==> config.mk <==
export PLATFORM = sky130hd
export DESIGN_NAME = handshake_beat_tx
export DESIGN_NICKNAME = d
export VERILOG_FILES = /design/src/rtl/handshake_beat_tx.sv
export SDC_FILE = /design/constraint.sdc
export NUM_CORES = 1
export LEC_CHECK = 0
export CORE_MARGIN = 2
export CORE_UTILIZATION = 45
export DETAILED_ROUTE_END_ITERATION = 16
export DONT_BUFFER_PORTS = 1
export PLACE_DENSITY = 0.61
export SYNTH_ARGS = -nofsm -noshare
export SYNTH_HDL_FRONTEND = slang
export SYNTH_SLANG_ARGS = --single-unit
==> constraint.sdc <==
create_clock -name clk -period 1.4 [get_ports clk]
set_input_delay 0.21 -clock clk [delete_from_list [all_inputs] [get_ports clk]]
set_output_delay 0.21 -clock clk [all_outputs]
set_load 0.01 [all_outputs]
==> src/rtl/handshake_beat_tx.sv <==
// Word-to-beat transmitter: loads a WIDTH*BEATS word and sends it LSB beat first
// over a valid/ready channel, one beat per cycle when the receiver is ready.
module handshake_beat_tx #(
  parameter int WIDTH = 8,
  parameter int BEATS = 4
) (
  input  logic                   clk,
  input  logic                   rst_n,
  input  logic                   start_i,
  input  logic [WIDTH*BEATS-1:0] word_i,
  output logic                   busy_o,
  output logic                   done_o,
  output logic                   valid_o,
  output logic [WIDTH-1:0]       data_o,
  output logic                   last_o,
  input  logic                   ready_i
);
  localparam int WORD_W = WIDTH * BEATS;
  localparam int CW     = (BEATS > 1) ? $clog2(BEATS) : 1;
  localparam logic [CW-1:0] LAST_CNT = CW'(BEATS - 1);

  typedef enum logic {IDLE, SEND} state_t;

  state_t            state, state_n;
  logic [CW-1:0]     cnt, cnt_n;
  logic [WORD_W-1:0] shreg, sh_n;
  logic [WIDTH-1:0]  data_n;
  logic              valid_n, busy_n, last_n, done_n;

  always_ff @(posedge clk or negedge rst_n) begin
    if (!rst_n) begin
      state   <= IDLE;
      cnt     <= '0;
      shreg   <= '0;
      data_o  <= '0;
      valid_o <= 1'b0;
      busy_o  <= 1'b0;
      last_o  <= 1'b0;
      done_o  <= 1'b0;
    end else begin
      state   <= state_n;
      cnt     <= cnt_n;
      shreg   <= sh_n;
      data_o  <= data_n;
      valid_o <= valid_n;
      busy_o  <= busy_n;
      last_o  <= last_n;
      done_o  <= done_n;
    end
  end

  // shreg holds the beats not yet presented; data_o is the beat on the wire
  always_comb begin
    state_n = state;
    cnt_n   = cnt;
    sh_n    = shreg;
    data_n  = data_o;
    valid_n = valid_o;
    busy_n  = busy_o;
    last_n  = last_o;
    done_n  = 1'b0;
    unique case (state)
      IDLE: begin
        valid_n = 1'b0;
        busy_n  = 1'b0;
        last_n  = 1'b0;
        if (start_i) begin
          state_n = SEND;
          cnt_n   = '0;
          data_n  = word_i[WIDTH-1:0];
          sh_n    = word_i >> WIDTH;
          valid_n = 1'b1;
          busy_n  = 1'b1;
          last_n  = (BEATS == 1);
        end
      end
      SEND: begin
        if (ready_i) begin
          if (cnt == LAST_CNT) begin
            state_n = IDLE;
            valid_n = 1'b0;
            busy_n  = 1'b0;
            last_n  = 1'b0;
            done_n  = 1'b1;
          end else begin
            cnt_n  = cnt + CW'(1);
            data_n = shreg[WIDTH-1:0];
            sh_n   = shreg >> WIDTH;
            last_n = (cnt_n == LAST_CNT);
          end
        end
      end
      default: state_n = IDLE;
    endcase
  end
endmodule
Word level (Yosys, flattened, before mapping)
Cells that the tools add are included.
Storage, ports and cells
  register bits: 46
  input port bits: 36
  output and inout bits: 12
  logic and storage cells: 42
Operators by class
  $add $sub $neg: 1
  equality and inequality tests: 6
  multiplexer cells: 25
  bitwise gates (word level): 1
  reductions and logical operators: 2
Operator list (count)
  32-bit 2-to-1 mux: 3
  32-bit case mux with 2 select lines: 1
  8-bit 2-to-1 mux: 3
  8-bit case mux with 2 select lines: 1
  1-bit 2-to-1 mux: 10
  2-bit 2-to-1 mux: 3
  2-bit inequality test (second input constant): 3
  1-bit case mux with 2 select lines: 3
  2-bit equality test (second input constant): 2
  2-bit case mux with 2 select lines: 1
  3-bit AND reduction: 1
  2-bit by 1-bit adder with 2-bit output (second input constant): 1
  2-bit by 1-bit inequality test with 1-bit output (second input constant): 1
  2-bit AND reduction: 1
  1-bit inverter: 1

Depth between registers and ports, before layout
Gate-level depths: netlist of the first run.
  word-level depth: 5
  mapped depth: 5
  mapped depth without buffers: 4

Least setup slack after synthesis of the first run
Ideal clock, no wire load.
  path type: reg2reg
  from: register cnt[0]
  to: register shreg[10]
  setup time: 0.137 ns
  data arrival time: 1.201 ns
  required time: 1.263 ns
  setup slack: 0.062 ns
  stages on the path, launching flop included: 6
  path buffers: 1
  period minus slack after synthesis: 1.338 ns
  path through: dfrtp_1 -> ha_1 -> nand3b_2 -> buf_4 -> o22ai_1 -> a21oi_1
Between the ends
  cells in the longest elaborated chain, start to end: 3
RTL lines
  from (decl): RTL line 25  | logic [CW-1:0] cnt, cnt_n;
  from (signal assigned): RTL line 42  | cnt <= cnt_n;
  2-bit equality test: RTL line 79  | if (cnt == LAST_CNT) begin
  2-bit inequality test (no source line)
  3-bit AND reduction (no source line)
  to (signal assigned): RTL line 43  | shreg <= sh_n;
  to (decl): RTL line 26  | logic [WORD_W-1:0] shreg, sh_n;
No other way between the ends.
A chain may end at the register's enable or synchronous reset.

Worst setup path in the final report of the first run
  from: register cnt[1]
  to: register shreg[6]
Same word-level chain as after synthesis.

==> results.sh, run 1 <==
export IMPL_yosysMostFrequentCell="dfrtp_1"
export IMPL_grt_ovfl_total=0
export IMPL_critPathLaunchType="flip-flop"
export IMPL_ys_seq_elements=38
export IMPL_hp_class="in2reg"
export IMPL_yosysTopAreaCellShare_pct=51.1
export IMPL_tns_ps=0
export IMPL_syn_nets=204
export IMPL_synth_edf_count=0
export IMPL_vias=1282
export IMPL_synthTopCellsByCount="38 x dfrtp_1, 26 x nor2_1, 20 x a21oi_2, 20 x o22ai_2, 16 x nand2_1"
export IMPL_syn_inst=166
export IMPL_antenna_left=0
export IMPL_cts_sinks=38
export IMPL_cap_violations=0
export IMPL_netlist_area_um2=1860
export IMPL_ys_types=23
export IMPL_critPathKind="reg2reg"
export IMPL_holdPathStages=2
export IMPL_synth_xor_area_share_pct=0
export IMPL_insertion_delay_ps=290
export IMPL_finalCriticalPeriod_ps=1390
export IMPL_n_fill_cell=326
export IMPL_r2r_cells=5
export IMPL_cts_buffers=5
export IMPL_area_delta_synth_final_pct=23.7
export IMPL_grt_pass1_wl_um=6070
export IMPL_clk_pin_slew_worst_paths_ps=80
export IMPL_antenna_found_initial=0
export IMPL_outcome="finished, final reports clean"
export IMPL_dieArea_um2=4660
export IMPL_via_per_inst=5.70
export IMPL_worstPathCellList="ha_2, nand3b_4, clkbuf_16, o22ai_2, a21oi_2"
export IMPL_grt_max_degree=41
export IMPL_cts_buffer_depth=2
export IMPL_routabilityCongestion=0.699
export IMPL_io_buffer_count=0
export IMPL_h_tree_depth=2
export IMPL_p_leak_nw=0.947
export IMPL_final_cells=225
export IMPL_place_area_um2=1870
export IMPL_synthAdderAreaFrac_pct=1.35
export IMPL_cpPeakStageDelay_ps=410
export IMPL_crit_family="flip-flops"
export IMPL_synth_compound_area_share_pct=26.2
export IMPL_multi_input_area_um2=910
export IMPL_routed_wirelength_um=4160
export IMPL_p_per_area_nw_per_um2=2200
export IMPL_cp_num_buf_inv=1
export IMPL_final_core_util_pct=57.5
export IMPL_ctsRootBufferMaster="clkbuf_8"
export IMPL_period_share_pct=99.1
export IMPL_drt_iter0_markers=70
export IMPL_place_inst=205
export IMPL_synth_top_area_cell="dfrtp_1"
export IMPL_path_depth=5
export IMPL_p_total_mw=5.06
export IMPL_synth_top_family_by_area="compound AO/OA/AOI/OAI gates"
export IMPL_final_design_area_no_fill_um2=2300
export IMPL_cp_slowest_cell="dfrtp_1"
export IMPL_die_h_um=68.3
export IMPL_seq_area_um2=952
export IMPL_skew_ps=9.37
export IMPL_n_antenna_cell=0
export IMPL_postSynthAreaPerCell_um2=11.2
export IMPL_timing_fmax_mhz=721
export IMPL_rsz0062_at_grt="yes"
export IMPL_wl_per_cell_um=18.5
export IMPL_cp_end_kind="flip-flop"
export IMPL_setup_viol=0
export IMPL_crit_fanout=5
export IMPL_hold_violations=0
export IMPL_layout_drive_gt1_share_pct=40.6
export IMPL_synthArstFlopShare_pct=100
export IMPL_dp_hpwl_um=2300
export IMPL_yosys_area_share_simple_pct=13.5
export IMPL_synthTopCellsByArea="dfrtp_1 51%, o22ai_2 13%, a21oi_2 9.4%, nor2_1 5.2%, nand2_1 3.2%"
export IMPL_cp_data_arrival_time_ps=1570
export IMPL_die_w_um=68.3
export IMPL_crit_required_ps=1580
export IMPL_max_slew_margin_rel_pct=82.2
export IMPL_start_util_pct=46.5
export IMPL_num_io_pins=48
export IMPL_grt_usage_pct=17.8
export IMPL_synthMuxAreaShare_pct=0.538
export IMPL_finalMaxSlewViolations=0
export IMPL_yosysSeqAreaShare_pct=51.1
export IMPL_max_slew_worst_pin_slew_ps=267
export IMPL_ir_drop_v=0.000940
export IMPL_dr_pass1_iters=4
export IMPL_nNetsFinal=212
export IMPL_grt_pass1_vias=1335
export IMPL_core_area_um2=4000
export IMPL_ys_warn_count=0
export IMPL_synth_top_flop_cell="dfrtp_1"
export IMPL_cts_tree="done"
export IMPL_rows=23
export IMPL_drcViolationCount=0
[path summary, 6_finish.rpt]
check	startpoint	endpoint	slack [ps]
setup / recovery	cnt[1]$_DFFE_PN0P_	shreg[6]$_DFFE_PN0P_	10
hold / removal	word_i[29]	shreg[21]$_DFFE_PN0P_	30
setup reg to reg	cnt[1]$_DFFE_PN0P_	shreg[6]$_DFFE_PN0P_	10
hold reg to reg	shreg[19]$_DFFE_PN0P_	shreg[19]$_DFFE_PN0P_	520
max in group asynchronous	rst_n	state$_DFF_PN0_	810
min in group asynchronous	rst_n	data_o[0]$_DFFE_PN0P_	380
[flip-flops by register name (all words and copies together), names as in the netlist]
register  count
shreg        24
data_o        8
cnt           2
done_o        1
last_o        1
state         1
valid_o       1
[stage by stage]
stage | hold slack (ps) | setup slack [ps]
after floorplan | -85.6 | 62.3
after global placement | -84.6 | 102
after detailed placement | -84.3 | 59.0
after CTS | 23.8 | 40.2
after global routing | 25.5 | -36.8
final | 34.4 | 12.9
[per-layer routing]
metal / GRT usage [%] / share of wire (%)
met5: 0 / 0
met4: 6.75 / 1.2
met3: 6.58 / 7.0
met2: 28.6 / 48
met1: 21.7 / 44
[cells in the final DEF (no fill, tap or decap), drive strengths merged]
cell type    Yosys  layout
nand2           16      16
dlygate4sd3      0       1
nand2b           2       2
inv              1       1
and3             1       1
ha               2       2
clkinv           0       1
o21a             1       1
buf             14       9
mux2i            1       1
nor2b            2       2
clkbuf           1      12
dfrtp           38      38
o21ai            2       2
nand3b           1       2
nor2            26      26
o22ai           24      24
nand3           10      10
a21oi           24      24
[power by group]
part	switching, mW	internal (mW)
combinational	1.03	1.20
clock	0.372	0.397
sequential	0.484	1.58
total	1.89	3.18
[kinds of logic (layout without fill, tap and decap cells)]
| group | Yosys count | in the layout |
|---|---|---|
| flops | 38 | 38 |
| buf+inv | 16 | 24 |
| fa+ha+maj | 2 | 2 |
| mux | 1 | 1 |
| simple gates | 58 | 59 |
| compound gates | 51 | 51 |
[cell type report]
| class | count | share of cell area, % |
|---|---|---|
| sequential | 38 | 41.4 |
| multi-input combinational | 113 | 39.6 |
| timing repair buffer | 15 | 12.2 |
| clock buffer | 7 | 3.75 |
| tap | 50 | 2.72 |
| clock inverter | 1 | 0.218 |
| inverter | 1 | 0.163 |
[repair_timing]
item	in CTS	in global routing
gates resized for setup	0	21
hold buffers	2	0
buffers inserted	0	2
endpoints found under the hold margin	38	0
setup endpoints to repair	0	15
(Power assumes the default switching activity.)
==> run 2, diff against run 1 <==
Settings changed: CORE_UTILIZATION 45 to 56, PLACE_DENSITY 0.61 to 0.78.
==> results.sh, run 2 (synthesis gave the netlist of run 1 again) <==
export IMPL_nNetsFinal=218
export IMPL_area_delta_synth_final_pct=17.0
export IMPL_rr_startpoint="cnt[0]$_DFFE_PN0P_"
export IMPL_core_area_um2=3100
export IMPL_grt_max_degree=39
export IMPL_crit_required_ps=1650
export IMPL_drt_iter0_markers=59
export IMPL_top_register="shreg"
export IMPL_p_switching_mw=1.78
export IMPL_vias=1287
export IMPL_max_slew_worst_pin_slew_ps=267
export IMPL_max_slew_margin_rel_pct=82.2
export IMPL_crit_fanout=22
export IMPL_p_per_area_nw_per_um2=2110
export IMPL_p_total_mw=4.59
export IMPL_cap_violations=0
export IMPL_finalMaxSlewViolations=0
export IMPL_n_antenna_cell=0
export IMPL_cts_setup_buffers=0
export IMPL_cts_tree="done"
export IMPL_antenna_left=0
export IMPL_hp_class="in2reg"
export IMPL_setup_viol=0
export IMPL_largestRegisters="shreg (24), data_o (8), cnt (2)"
export IMPL_period_share_pct=97.4
export IMPL_outcome="finished, final reports clean"
export IMPL_insertion_delay_ps=360
export IMPL_drcViolationCount=0
export IMPL_dp_hpwl_um=2400
export IMPL_hold_violations=0
export IMPL_grt_ovfl_total=0
export IMPL_via_per_inst=5.72
export IMPL_cts_buffer_depth=2
export IMPL_swShare_pct=38.8
export IMPL_clkPwrFrac_pct=13.5
export IMPL_dieArea_um2=3800
export IMPL_layout_drive_gt1_share_pct=35.9
export IMPL_routed_wirelength_um=4090
export IMPL_min_from="word_i[4]"
export IMPL_tns_ps=0
export IMPL_cp_data_arrival_time_ps=1610
export IMPL_grt_pass1_wl_um=6170
export IMPL_critPathKind="reg2reg"
export IMPL_rsz0062_at_grt="yes"
export IMPL_skew_ps=16.1
export IMPL_final_core_util_pct=70.1
export IMPL_die_h_um=61.6
export IMPL_pwr_share_seq_pct=43.6
export IMPL_timing_fmax_mhz=733
export IMPL_final_common_cell="dfrtp_1"
export IMPL_fin_ws_ps=36.3
export IMPL_ctsRootBufferMaster="clkbuf_4"
export IMPL_mostFrequentLayoutCells="38 x dfrtp_1, 26 x nor2_1, 20 x o22ai_2, 20 x a21oi_2, 16 x nand2_1"
export IMPL_routabilityCongestion=0.739
export IMPL_io_buffer_count=0
export IMPL_p_leak_nw=0.924
export IMPL_dr_pass1_iters=4
export IMPL_dp_slack_ps=-155
export IMPL_largest_reg_flops=24
export IMPL_ir_drop_v=0.00111
export IMPL_cts_buffers=5
export IMPL_wl_per_cell_um=18.2
export IMPL_clk_pin_slew_worst_paths_ps=120
export IMPL_critPathLaunchType="flip-flop"
export IMPL_cts_sinks=38
export IMPL_grt_pass1_vias=1343
export IMPL_die_w_um=61.6
export IMPL_num_io_pins=48
export IMPL_cp_startpoint="cnt[0]$_DFFE_PN0P_"
export IMPL_h_tree_depth=2
export IMPL_start_util_pct=59.9
export IMPL_rows=20
export IMPL_p_comb_share_pct=42.8
export IMPL_cp_end_kind="flip-flop"
export IMPL_antenna_found_initial=0
export IMPL_grt_usage_pct=23.4
export IMPL_finalCriticalPeriod_ps=1360
export IMPL_intPower_mw=2.81
[run 2: layer usage]
metal / up-vias / GRT usage (%) / share of wire (%)
met2: 44 / 37.3 / 48
met1: 632 / 27.9 / 42
met5: - / 0 / 0
met4: 0 / 12.8 / 2.1
met3: 8 / 7.56 / 8.1
li1: 603 / - / -
[run 2: worst max-delay path, cell delays in order, from the launching register on]
cell,delay [ps]
dfrtp_1,400
ha_2,200
nand3b_4,260
buf_12,230
nand3_1,110
o21ai_1,70
[run 2: final timing paths]
check / to / slack [ps] / cells after the start
max in group asynchronous: done_o$_DFF_PN0_ / 910 / 2
setup / recovery: cnt[0]$_DFFE_PN0P_ / 40 / 5
hold / removal: data_o[4]$_DFFE_PN0P_ / 30 / 2
hold reg to reg: shreg[19]$_DFFE_PN0P_ / 510 / 2
setup reg to reg: cnt[0]$_DFFE_PN0P_ / 40 / 5
min in group asynchronous: data_o[5]$_DFFE_PN0P_ / 290 / 2
[run 2: final cells by class]
cell class | count | area, µm²
flip-flops and latches | 38 | 951
fillers | 253 | 927
multi-input cells | 112 | 803
repair buffers | 22 | 299
well taps | 44 | 55.1
clock buffers | 6 | 51.3
clock inverters | 2 | 12.5
inverters | 1 | 3.75
[run 2: what timing repair did]
action | 4_1_cts | 5_1_grt
cloned | 1 | 2
setup endpoints to repair | 22 | 13
hold buffers | 11 | 0
gates resized for setup | 4 | 5
hold endpoints to repair | 47 | 0
[run 2: power groups by stage]
stage | Clock, mW | Sequential, mW | Combinational, mW
2_1_floorplan | 0 | 1.92 | 1.46
3_3_place_gp | 0 | 1.97 | 1.54
3_5_place_dp | 0 | 2.01 | 1.64
4_1_cts | 0.640 | 1.99 | 1.83
5_1_grt | 0.695 | 2.07 | 2.15
6_report | 0.620 | 2.00 | 1.96
[run 2: stage by stage]
step	area, µm²	hold WS (ps)	cells
finish	2180	29.2	225
global route	2180	9.59	225
CTS	2110	24.1	223
detailed placement	1870	-84.8	203
global placement	1870	-84.7	203
floorplan	1860	-85.6	166
==> edit (config.mk and constraints of run 2) <==
Set the parameter `BEATS` to 2 (it was 4).
--- a/src/rtl/handshake_beat_tx.sv
+++ b/src/rtl/handshake_beat_tx.sv
@@ -2,7 +2,7 @@
 // over a valid/ready channel, one beat per cycle when the receiver is ready.
 module handshake_beat_tx #(
   parameter int WIDTH = 8,
-  parameter int BEATS = 4
+  parameter int BEATS = 2
 ) (
   input  logic                   clk,
   input  logic                   rst_n,
Interface: changed (resized word_i); port bits go from 48 to 32. The function was not compared with the original's and may differ.
==> edit against run 2 <==
  * Power is 50% lower
  * Routed wire length is 49% lower
  * Worst setup slack better by 0.15 ns
  * Core utilization is 6.7 points lower
  * Sequential power is 41% lower
  * Critical path depth is 2 lower
  * Synthesized area is 42% lower
  * First-iteration DRC count is 73% lower
  * Design area is 49% lower
  * Clock skew is 0.014 ns lower
  * Sequential cell count is 17 lower
  * Sequential share of layout area is 3.4 points higher
==> edit: results (changes against run 2) <==
Parameter                              Value

Power
  Static leakage    0.5302 nW (-43%)
  IR Drop Worst-Case VDD    1.101 mV (-0.58%)

Worst setup path
  Critical register-to-register path startpoint    state
  Reg2reg path depth    3 (-2)
  Critical path arrival    1.43 ns (-0.18 ns)
  Worst Path Max Fanout    12 (-45%)
  Worst reg2reg endpoint    data_o[5]
  Setup slack on the worst flop-to-flop path    0.18 ns (+0.15 ns)

Global route
  Number of antenna violations at the first check in global routing    0 (unchanged)
  Maximum number of pins on one net before global-route repair    22 (-44%)
  Aggregate global routing overflow    0 (unchanged)
  All-Layer GR Usage    0.2168 (-0.01673)
  Via count of the first global-routing pass    669 (-50%)
  First-pass GRT wire length    3.277 mm (-47%)

Clocking
  Root buffer selected by CTS    sky130_fd_sc_hd__clkbuf_4
  Skew-Pair Late Insertion Delay    0.30 ns (-0.06 ns)
  Number of levels in the clock H-tree    1 (-1)
  Clock buffers created by TritonCTS    3 (-2)
  Number of buffers between clock root and the deepest sink    2 (unchanged)
  Buffer count from post-CTS setup fixing    0 (unchanged)
  Clock transition at the register clock pins on the worst setup and hold paths after CTS    0.11 ns

Run status
  Run status    finished clean

Layout
  N_diodes    0 (unchanged)
  Largest registers    data_o: 8 flops, shreg: 8 flops
  Post-route non-filler standard cell count    118 (-48%)
  Fraction of layout instances using a drive strength above 1    0.2151 (-0.1441)
  Fillers    167 (-34%)

Placement
  Hpwl dp    1.468 mm (-39%)
  Buffers added on ports    0 (unchanged)
  Instance area after placement    0.001071 mm2 (-43%)
  Post-Place Worst Slack    0.1075 ns (+0.2621 ns)
  Last weighted congestion value of the routability-driven placer    0.7303 (-1.1%)

Logic synthesis
  Top flip-flop cell by instance count after synthesis    sky130_fd_sc_hd__dfrtp_1
  Top cells by area in the synthesized netlist    sky130_fd_sc_hd__dfrtp_1, sky130_fd_sc_hd__nor4bb_1, sky130_fd_sc_hd__a31o_2
  Cell variety after synth    18 (-22%)
  Nets in the synthesized netlist    112 (-45%)
  Synthesized area divided by synthesized cell count    11.71 um2 (+4.5%)
  Number of warnings printed during yosys synthesis    0 (unchanged)
  Top post-synthesis cells by count    sky130_fd_sc_hd__dfrtp_1, sky130_fd_sc_hd__inv_1
  Post-synthesis sequential area ratio    0.4878 (-0.02364)

Timing
  Worst Tran Pin Value    0.9258 ns (+0.6587 ns)
  Min Clock Period, post-route    1.216 ns (-0.1477 ns)
  Worst setup skew after layout    0.001891 ns (-0.01416 ns)
  Hold Slack    0.04779 ns (+0.01862 ns)

Routing
  Via density per instance    6.144 (+7.4%)
  Final routed wirelength across all metal layers    2.100 mm (-49%)
  Violation count after the first detailed-routing iteration    16 (-73%)
  Detailed-router iteration count before antenna repair    4 (unchanged)

Min path
  Hold path endpoint    last_o
  Depth of the worst hold-timing path    2 (unchanged)
  Worst Hold Class    in2reg
  Worst Hold Launch    ready_i

Die
  Core region area    0.001764 mm2 (-43%)
==> edit: changes by cell type in the layout (fill, tap and decap cells not counted), moves of 8 or more <==
cell,before,now
sky130_fd_sc_hd__nor2_1,26,2
sky130_fd_sc_hd__a21oi_2,20,0
sky130_fd_sc_hd__o22ai_2,20,0
sky130_fd_sc_hd__dfrtp_1,38,20
sky130_fd_sc_hd__nand2_1,16,0
sky130_fd_sc_hd__nand3_1,10,0
sky130_fd_sc_hd__inv_1,1,10
sky130_fd_sc_hd__a31o_2,0,8
sky130_fd_sc_hd__and3b_1,0,8
sky130_fd_sc_hd__dlygate4sd3_1,10,2
sky130_fd_sc_hd__nor3b_1,0,8
sky130_fd_sc_hd__nor4bb_1,0,8
==> edit: kinds of logic after synthesis <==
logic type / count (synthesis) / share of synthesized area
AOI/OAI and AO/OA: 20 / 0.1638
buffers and inverters: 20 / 0.1045
DFF: 21 / 0.4878
and+or+nand+nor: 31 / 0.2439
==> edit: how the worst max path moves through the flow <==
stage / from / end / depth (start not counted)
floorplan: state / shreg[0] / 4
detailed placement: state / shreg[0] / 3
finish: state / data_o[5] / 3
global route: state / data_o[1] / 3
global placement: state / shreg[4] / 3
CTS: state / shreg[4] / 3
==> edit: cell type report <==
class                           instances  area (um2)  share of cell area
Inverter                               10       37.54             0.03356
Sequential cell                        21       526.8              0.4709
Multi-Input combinational cell         51       439.2              0.3926
Tap cell                               25       31.28             0.02796
Timing Repair Buffer                    7       57.56             0.05145
Clock buffer                            4       26.28             0.02349
==> edit: what timing repair did <==
action	CTS	global route
hold buffers	2	0
setup endpoints to repair	0	1
endpoints found under the hold margin	22	0
gates resized for setup	0	1
==> edit: per-layer routing <==
layer  GRT usage  part of all wire  wire, um
met1      0.2891              0.47       987
met2      0.3200              0.43       913
met5           0                 0         0
met4      0.1297             0.027        57
met3     0.04906             0.067       141
==> edit: power breakdown <==
group,total (mW),internal [mW],switching [mW]
combinational,0.794,0.436,0.358
sequential,1.19,0.885,0.305
clock,0.290,0.111,0.179
==> edit: critical path, cell delays in order (launching register included) <==
cell,delay [ns]
sky130_fd_sc_hd__dfrtp_2,0.50
sky130_fd_sc_hd__nand2b_1,0.18
sky130_fd_sc_hd__buf_4,0.19
sky130_fd_sc_hd__a311oi_1,0.26
